===== src/rtl/param_controller_fsm_if.sv =====
// ---------------------------------------------------------------------------
// param_controller_fsm_if
// Instruction-fetch bus between the controller and instruction memory / IR.
//
// Parameter:
//   OPCODE_W - width of the IR opcode field
//
// Signals:
//   MemReq  - controller requests an instruction fetch
//   MemAck  - memory has data for the current fetch
//   LoadIR  - controller loads the instruction register
//   Opcode  - opcode field of the IR, valid the cycle after LoadIR
//
// Modports:
//   master - controller side (drives MemReq/LoadIR, samples MemAck/Opcode)
//   slave  - memory / IR side
// ---------------------------------------------------------------------------
interface param_controller_fsm_if #(
   parameter int OPCODE_W = 4
);
   logic                MemReq;
   logic                MemAck;
   logic                LoadIR;
   logic [OPCODE_W-1:0] Opcode;

   modport master (
      output MemReq,
      output LoadIR,
      input  MemAck,
      input  Opcode
   );

   modport slave (
      input  MemReq,
      input  LoadIR,
      output MemAck,
      output Opcode
   );
endinterface


===== src/rtl/param_controller_fsm.sv =====
// ---------------------------------------------------------------------------
// param_controller_fsm
// Multi-cycle datapath controller: FETCH (with memory request/acknowledge),
// DECODE, EXEC, plus HALT and FAULT states. Decodes a latched opcode into the
// PC / accumulator / register / ALU strobes.
//
// Parameters:
//   OPCODE_W      - opcode width (>= 4); bits above [3:0] must be zero
//   ALU_SEL_W     - SelALU width (>= 4); opcode[3:0] is zero-extended
//   FETCH_TIMEOUT - max FETCH cycles without MemAck before FAULT, 0 = off
//
// Ports:
//   Clk, CLB            - clock (rising edge), synchronous active-low reset
//   fetchBus (master)   - MemReq/LoadIR out, MemAck/Opcode in
//   Z, C                - accumulator-zero and carry flags (jumps only)
//   Resume              - leave HALT or FAULT
//   IncPC, SelPC, LoadPC, LoadReg, LoadAcc, SelAcc, SelALU - datapath strobes
//   Halted, Fault       - state is HALT / FAULT
//   IllegalOp           - sticky illegal-opcode flag, cleared by reset only
//
// Optional feature (macro CTRL_PERF_CNT_EN):
//   RetiredCnt - EXEC cycles, wrapping 16-bit counter
//   StallCnt   - FETCH cycles without MemAck, saturating 16-bit counter
// ---------------------------------------------------------------------------
module param_controller_fsm #(
   parameter int OPCODE_W      = 4,
   parameter int ALU_SEL_W     = 4,
   parameter int FETCH_TIMEOUT = 15
) (
   input  logic                 Clk,
   input  logic                 CLB,
   param_controller_fsm_if.master fetchBus,
   input  logic                 Z,
   input  logic                 C,
   input  logic                 Resume,
   output logic                 IncPC,
   output logic                 SelPC,
   output logic                 LoadPC,
   output logic                 LoadReg,
   output logic                 LoadAcc,
   output logic [1:0]           SelAcc,
   output logic [ALU_SEL_W-1:0] SelALU,
   output logic                 Halted,
   output logic                 Fault,
   output logic                 IllegalOp
`ifdef CTRL_PERF_CNT_EN
   ,
   output logic [15:0]          RetiredCnt,
   output logic [15:0]          StallCnt
`endif
);

   typedef enum logic [2:0] {
      StIdle,
      StFetch,
      StDecode,
      StExec,
      StHalt,
      StFault
   } state_t;

   // The counter only ever needs to hold values up to FETCH_TIMEOUT.
   localparam int CNT_W = (FETCH_TIMEOUT > 0) ? $clog2(FETCH_TIMEOUT + 1) : 1;
   localparam logic [CNT_W-1:0] CNT_LAST =
      (FETCH_TIMEOUT > 0) ? CNT_W'(FETCH_TIMEOUT - 1) : '0;

   state_t           state_q, state_d;
   logic [CNT_W-1:0] cnt_q, cnt_d;
   logic [3:0]       op_q, op_d;
   logic             illegal_q, illegal_d;
   logic             opLegal;

   // Legal opcodes have nothing above bit 3 and are not the unused 1001 slot.
   assign opLegal = ((fetchBus.Opcode >> 4) == '0) &&
                    (fetchBus.Opcode[3:0] != 4'b1001);

   // State, timeout counter, latched opcode and sticky flag all reset together.
   always_ff @(posedge Clk) begin
      if (!CLB) begin
         state_q   <= StIdle;
         cnt_q     <= '0;
         op_q      <= 4'b0000;
         illegal_q <= 1'b0;
      end else begin
         state_q   <= state_d;
         cnt_q     <= cnt_d;
         op_q      <= op_d;
         illegal_q <= illegal_d;
      end
   end

   // Next-state and output decode. The counter is zero outside FETCH, so
   // both a MemAck and a Resume out of FAULT start the next fetch from zero.
   // A MemAck on the limit cycle takes the DECODE branch before the timeout
   // is considered.
   always_comb begin
      state_d         = state_q;
      cnt_d           = '0;
      op_d            = op_q;
      illegal_d       = illegal_q;
      fetchBus.MemReq = 1'b0;
      fetchBus.LoadIR = 1'b0;
      IncPC           = 1'b0;
      SelPC           = 1'b0;
      LoadPC          = 1'b0;
      LoadReg         = 1'b0;
      LoadAcc         = 1'b0;
      SelAcc          = 2'b00;
      SelALU          = '0;
      Halted          = 1'b0;
      Fault           = 1'b0;

      case (state_q)
         StIdle: begin
            state_d = StFetch;
         end
         StFetch: begin
            fetchBus.MemReq = 1'b1;
            if (fetchBus.MemAck) begin
               fetchBus.LoadIR = 1'b1;
               IncPC           = 1'b1;
               state_d         = StDecode;
            end else if (FETCH_TIMEOUT != 0) begin
               cnt_d = cnt_q + 1'b1;
               if (cnt_q == CNT_LAST) begin
                  state_d = StFault;
               end
            end
         end
         StDecode: begin
            op_d    = opLegal ? fetchBus.Opcode[3:0] : 4'b0000;
            state_d = StExec;
            if (!opLegal) begin
               illegal_d = 1'b1;
            end
         end
         StExec: begin
            state_d = StFetch;
            case (op_q)
               4'b0001, 4'b0010, 4'b0011, 4'b1011, 4'b1100: begin
                  SelALU  = ALU_SEL_W'(op_q);
                  LoadAcc = 1'b1;
               end
               4'b0100: begin
                  SelAcc  = 2'b01;
                  LoadAcc = 1'b1;
               end
               4'b0101: LoadReg = 1'b1;
               4'b1101: begin
                  SelAcc  = 2'b10;
                  LoadAcc = 1'b1;
               end
               4'b0110: LoadPC = Z;
               4'b0111: begin
                  LoadPC = Z;
                  SelPC  = 1'b1;
               end
               4'b1000: LoadPC = C;
               4'b1010: begin
                  LoadPC = C;
                  SelPC  = 1'b1;
               end
               4'b1111: state_d = StHalt;
               default: ;
            endcase
         end
         StHalt: begin
            Halted = 1'b1;
            if (Resume) begin
               state_d = StFetch;
            end
         end
         StFault: begin
            Fault = 1'b1;
            if (Resume) begin
               state_d = StFetch;
            end
         end
         default: begin
            state_d = StIdle;
         end
      endcase
   end

   assign IllegalOp = illegal_q;

`ifdef CTRL_PERF_CNT_EN
   logic [15:0] retired_q, retired_d;
   logic [15:0] stall_q, stall_d;

   // Retired count wraps; stall count sticks at all-ones so it never lies low.
   always_comb begin
      retired_d = retired_q;
      stall_d   = stall_q;
      if (state_q == StExec) begin
         retired_d = retired_q + 16'd1;
      end
      if ((state_q == StFetch) && !fetchBus.MemAck && (stall_q != 16'hFFFF)) begin
         stall_d = stall_q + 16'd1;
      end
   end

   // Performance counters clear with the rest of the controller.
   always_ff @(posedge Clk) begin
      if (!CLB) begin
         retired_q <= 16'd0;
         stall_q   <= 16'd0;
      end else begin
         retired_q <= retired_d;
         stall_q   <= stall_d;
      end
   end

   assign RetiredCnt = retired_q;
   assign StallCnt   = stall_q;
`endif

endmodule


===== src/flat_wrapper.sv =====
// flat-port wrapper written by rule: the top's interface ports become plain ports
module param_controller_fsm_flat 
#(
   parameter int OPCODE_W      = 4,
   parameter int ALU_SEL_W     = 4,
   parameter int FETCH_TIMEOUT = 15
)
  (Clk, CLB, Z, C, Resume, IncPC, SelPC, LoadPC, LoadReg, LoadAcc, SelAcc, SelALU, Halted, Fault, IllegalOp, fetchBus_MemReq, fetchBus_LoadIR, fetchBus_MemAck, fetchBus_Opcode);
  param_controller_fsm_if #(.OPCODE_W(OPCODE_W)) fetchBus_i ();
  input  logic Clk;
  input  logic CLB;
  input  logic Z;
  input  logic C;
  input  logic Resume;
  output logic IncPC;
  output logic SelPC;
  output logic LoadPC;
  output logic LoadReg;
  output logic LoadAcc;
  output logic [1:0] SelAcc;
  output logic [ALU_SEL_W-1:0] SelALU;
  output logic Halted;
  output logic Fault;
  output logic IllegalOp;
  output wire logic [$bits(fetchBus_i.MemReq)-1:0] fetchBus_MemReq;
  output wire logic [$bits(fetchBus_i.LoadIR)-1:0] fetchBus_LoadIR;
  input wire logic [$bits(fetchBus_i.MemAck)-1:0] fetchBus_MemAck;
  input wire logic [$bits(fetchBus_i.Opcode)-1:0] fetchBus_Opcode;
  assign fetchBus_MemReq = fetchBus_i.MemReq;
  assign fetchBus_LoadIR = fetchBus_i.LoadIR;
  assign fetchBus_i.MemAck = fetchBus_MemAck;
  assign fetchBus_i.Opcode = fetchBus_Opcode;
  param_controller_fsm #(.OPCODE_W(OPCODE_W), .ALU_SEL_W(ALU_SEL_W), .FETCH_TIMEOUT(FETCH_TIMEOUT)) u_core (.Clk(Clk), .CLB(CLB), .fetchBus(fetchBus_i), .Z(Z), .C(C), .Resume(Resume), .IncPC(IncPC), .SelPC(SelPC), .LoadPC(LoadPC), .LoadReg(LoadReg), .LoadAcc(LoadAcc), .SelAcc(SelAcc), .SelALU(SelALU), .Halted(Halted), .Fault(Fault), .IllegalOp(IllegalOp));
endmodule

===== config.mk =====
export PLATFORM = sky130hd
export DESIGN_NAME = param_controller_fsm_flat
export DESIGN_NICKNAME = d
export VERILOG_FILES = /design/src/rtl/param_controller_fsm_if.sv /design/src/rtl/param_controller_fsm.sv /design/src/flat_wrapper.sv
export SDC_FILE = /design/constraint.sdc
export NUM_CORES = 1
export LEC_CHECK = 0
export CAP_MARGIN = 20
export CORE_UTILIZATION = 30
export CTS_BUF_LIST = sky130_fd_sc_hd__clkbuf_16
export CTS_CLUSTER_SIZE = 40
export DETAILED_ROUTE_END_ITERATION = 8
export HOLD_SLACK_MARGIN = 0.03
export PLACE_DENSITY_LB_ADDON = 0.12
export SETUP_SLACK_MARGIN = 0.1
export SYNTH_ARGS = -nofsm -noshare
export SYNTH_HDL_FRONTEND = slang
export SYNTH_SLANG_ARGS = --single-unit

===== constraint.sdc =====
create_clock -name Clk -period 3 [get_ports Clk]
set_input_delay 0.3 -clock Clk [delete_from_list [all_inputs] [get_ports Clk]]
set_output_delay 0.3 -clock Clk [all_outputs]
set_load 0.02 [all_outputs]

# Word-level counts from Yosys, hierarchy flattened
# Index checks and enable logic that the tools add are counted.
# op_classes
n_reduce_logical,10
mux,23
bitwise,3
n_eq_ne,22
add_sub_neg,1
# ops
op,count
$eq 4x4->1 const B,7
$eq 4x3->1 const B,4
$pmux 3 s5,1
$mux 1,12
$mux 3,4
$mux 4,3
$eq 4x2->1 const B,2
$reduce_or 2->1,4
$reduce_or 7->1,1
$eq 3x2->1 const B,2
$eq 3x3->1 const B,2
$reduce_or 5->1,1
$add 4x1->4 const B,1
$eq 4x1->1 const B,1
$ne 4x4->1 const B,1
$pmux 2 s2,1
$reduce_and 2->1,2
$eq 3x1->1 const B,1
$logic_not 3->1,1
$ne 3x2->1 const B,1
$not 1->1,3
$reduce_or 3->1,1
$mux 2,1
$ne 2x1->1 const B,1
$pmux 1 s2,1
# word_totals
output_inout_bits,16
elab_cells,63
reg_bits,12
inputBits,10

# Longest topological paths before layout
# logic_depth
depth_word,4
ltp_mapped,5
depth_no_buf,5

# Least setup slack after synthesis
# No wires, ideal clock.
# synth_timing
path_type,register to output
startpoint,register u_core.state_q[0]
endpoint,output LoadAcc
path_buffers,1
setup_slack_ns,1.013
arrival_ns,1.687
path_stages_with_launch,5
path_cell_list,dfxtp_1 > buf_4 > nand3b_4 > nor4b_1 > or3_1
# synth_between
elab_chain_len,2
# synth_rtl
element,line,rtl
from (decl),param_controller_fsm.sv:67,"state_t state_q, state_d;"
from (signal assigned),param_controller_fsm.sv:80,state_q <= StIdle;
from (signal assigned),param_controller_fsm.sv:85,state_q <= state_d;
$eq 3x2->1,param_controller_fsm.sv:113,case (state_q)
$mux 1,param_controller_fsm.sv:113,
to (decl),flat_wrapper.sv:19,output logic LoadAcc;
# Every way passes these cells.

# Final worst setup path
# layout_timing
startpoint,register u_core.op_q[1]
endpoint,output SelALU[1]
# layout_between
elab_chain_len,4
# layout_rtl
element,line,rtl
from (decl),param_controller_fsm.sv:69,"logic [3:0] op_q, op_d;"
from (signal assigned),param_controller_fsm.sv:87,op_q <= op_d;
$eq 4x1->1 (tied with other cells),param_controller_fsm.sv:139,case (op_q)
$reduce_or 5->1,-,
$mux 4 (*),param_controller_fsm.sv:139,
$mux 4 (*),param_controller_fsm.sv:113,
to (decl),flat_wrapper.sv:21,output logic [ALU_SEL_W-1:0] SelALU;
# Every way passes the cells marked *; elsewhere a longest branch is shown, timed or not.

==> results.json <==
{
  "status": "complete, no violations",
  "synth_area_leaders": "dfxtp_1 (32%), nor2_1 (4.9%), nor4bb_1 (4.0%)",
  "antenna_found_initial": 0,
  "ctsHoldBuffers": 0,
  "drv_slew": 0,
  "io_pins": 26,
  "relSlewSlack": 0.729,
  "grt_pass1_wl_um": 2710,
  "finalCritPeriodShare": 0.816,
  "met3_usage": 0.0261,
  "p_per_area_nw_per_um2": 446,
  "coreArea_um2": 2300,
  "use_met1": 0.169,
  "cp.arrival_ns": 2.15,
  "met2_usage": 0.213,
  "syn_area_um2": 759,
  "clock_sinks": 12,
  "min_from": "u_core.cnt_q[0]$_SDFF_PP0_",
  "worstSetupStartpoint": "u_core.op_q[1]$_SDFFE_PN0P_",
  "drtAntennaViolNets": 0,
  "slowest_delay_ns": 0.61,
  "layout_min_cycle_time_ns": 2.45,
  "synth-main-ff-cell": "dfxtp_1",
  "clkTransAtPathRegs_ns": 0.04,
  "endpoint_kind": "primary output",
  "fillers": 234,
  "hpwlAfterDp_um": 1260,
  "yosysTopAreaCell": "dfxtp_1",
  "async_flop_share": 0,
  "final-hold-violation-count": 0,
  "path_max_fanout": 12,
  "num_antenna_cells": 0,
  "ys_seq_area_frac": 0.316,
  "path_cells": "or3b_1 > a31oi_2 > and2_1 > clkdlybuf4s50_1",
  "routed_wl_um": 1670,
  "synth_xor_area_frac": 0.0231,
  "cp_num_buf_inv": 1,
  "criticalPathCategory": "register to primary output",
  "syn_area_per_cell_um2": 8.26,
  "hp-class": "register to register",
  "clk_latency_ns": 0.24,
  "fmax_mhz": 409,
  "worstMarginPinSlew_ns": 0.401,
  "ir_drop_v": 0.000258,
  "cp_slowest_cell": "clkdlybuf4s50_1",
  "via_per_inst": 4.96,
  "syn_nets": 104,
  "r2r-start": "u_core.state_q[0]$_SDFFE_PN0P_",
  "portBuffers": 25,
  "rows": 17,
  "cp.required_ns": 2.70,
  "vias": 709,
  "synth_top_area_frac": 0.316,
  "grt_remaining_overflow": 0,
  "leakage_nw": 0.395,
  "grt_use_total": 0.135,
  "grt_pass1_vias": 639,
  "start_util": 0.331,
  "synth-compound-area-share": 0.127,
  "dieArea_um2": 2740,
  "max_cap_viol_count": 0,
  "die_w_um": 52.3,
  "nNetsFinal": 128,
  "drive_above_1_share": 0.0609,
  "synth-simple-area-share": 0.433,
  "die_height_um": 52.3,
  "finClkSkew_ns": 0.00256,
  "synthMuxAreaShare": 0,
  "ys_ff_latch": 12,
  "synth_most_common_cell": "dfxtp_1",
  "drt-wirelength-per-cell_um": 11.7,
  "areaGrowthSynthToFinish_pct": 42.7,
  "synth_edf_count": 0,
  "drc": 0,
  "cts_buffers": 3,
  "drt_iter0_markers": 13,
  "routabilityCongestion": 0.731,
  "ys.warnings.count": 0,
  "rsz0062_at_grt": "no",
  "globalRoute.busiestLayer": "met2",
  "cp-start-kind": "register",
  "htreeDepth": 1,
  "yosysUniqueCellTypes": 37,
  "cts_setup_buffers": 0,
  "final_area_um2": 1080,
  "synth_fa_ha_area_frac": 0.0329,
  "setup_viol": 0,
  "grt_start_max_net_pins": 13,
  "root_buffer": "clkbuf_16",
  "synth_common_cells": "dfxtp_1 (12), nor2_1 (10), nand2_1 (8)",
  "cts_buffer_depth": 2,
  "crit_family": "buffers and inverters",
  "first_pass_iters": 3,
  "synth_top_family_by_area": "simple AND/OR/NAND/NOR gates",
  "cts-resized-gates": 0,
  "dpl_cell_area_um2": 1000,
  "final.setup.tns_ns": 0,
  "cts_tree": "built",
  "syn_inst": 92
}
## where the power goes
part | switching (mW) | leakage (nW) | internal [mW]
logic | 0.0272 | 0.259 | 0.0333
registers | 0.0127 | 0.0974 | 0.166
clock network | 0.0687 | 0.0385 | 0.175
total | 0.109 | 0.395 | 0.375
## state kept, by name (all words and copies together) (netlist names)
signal,cells
u_core.state_q,3
u_core.IllegalOp,1
u_core.op_q,4
u_core.cnt_q,4
## final timing paths
check	end	slack [ns]	depth (start not counted)
setup reg to reg	u_core.state_q[0]$_SDFFE_PN0P_	1.60	4
setup / recovery	SelALU[1]	0.55	4
hold reg to reg	u_core.cnt_q[0]$_SDFF_PP0_	0.47	1
hold / removal	u_core.cnt_q[0]$_SDFF_PP0_	0.47	1
## worst reg2reg max path, stage by stage (launching register included)
cell and delay, ns:
dfxtp_1 0.50, nand2b_1 0.17, nor3b_1 0.34, nand3b_1 0.16, o22ai_1 0.11
## cells in the final DEF, fill, tap and decap left out, types with 3 or more instances in the layout
cell type	instances
clkdlybuf4s50_1	25
dfxtp_1	12
nor2_1	10
nand2_1	8
nand2b_1	4
a21oi_1	4
nor3b_1	3
nand3b_1	3
and2_1	3
inv_1	3
nor4bb_1	3
nor2b_1	3
clkbuf_16	3
## final cells by class
type / count / area [µm²] / share of cell area
multi-input combinational: 71 / 468 / 0.432
tap: 28 / 35.0 / 0.0323
clock inverter: 1 / 3.75 / 0.00346
sequential: 12 / 240 / 0.222
timing repair buffer: 25 / 250 / 0.231
clock buffer: 3 / 75.1 / 0.0693
inverter: 3 / 11.3 / 0.0104
## kinds of logic after synthesis
family	after synthesis
simple gates	53
fa+ha+maj	2
xor+xnor	2
buf+inv	9
flops	12
compound gates	14
## stage by stage
step	total power, mW	setup slack [ns]	utilization	hold slack [ns]	cells
3_3_place_gp	0.241	0.862	0.437	0.449	139
3_5_place_dp	0.242	0.791	0.437	0.456	139
6_report	0.483	0.553	0.472	0.470	143
2_1_floorplan	0.219	1.01	-	0.430	92
5_1_grt	0.501	0.466	0.472	0.490	143
4_1_cts	0.489	0.535	0.472	0.465	143
## metal layers
layer / wire (µm) / share of wire / vias to the layer above
li1: - / - / 370
met1: 822 / 0.49 / 323
met2: 767 / 0.46 / 14
met3: 67 / 0.040 / 2
met4: 16 / 0.0096 / 0
met5: 0 / 0 / -
(Power assumes the default switching activity.)
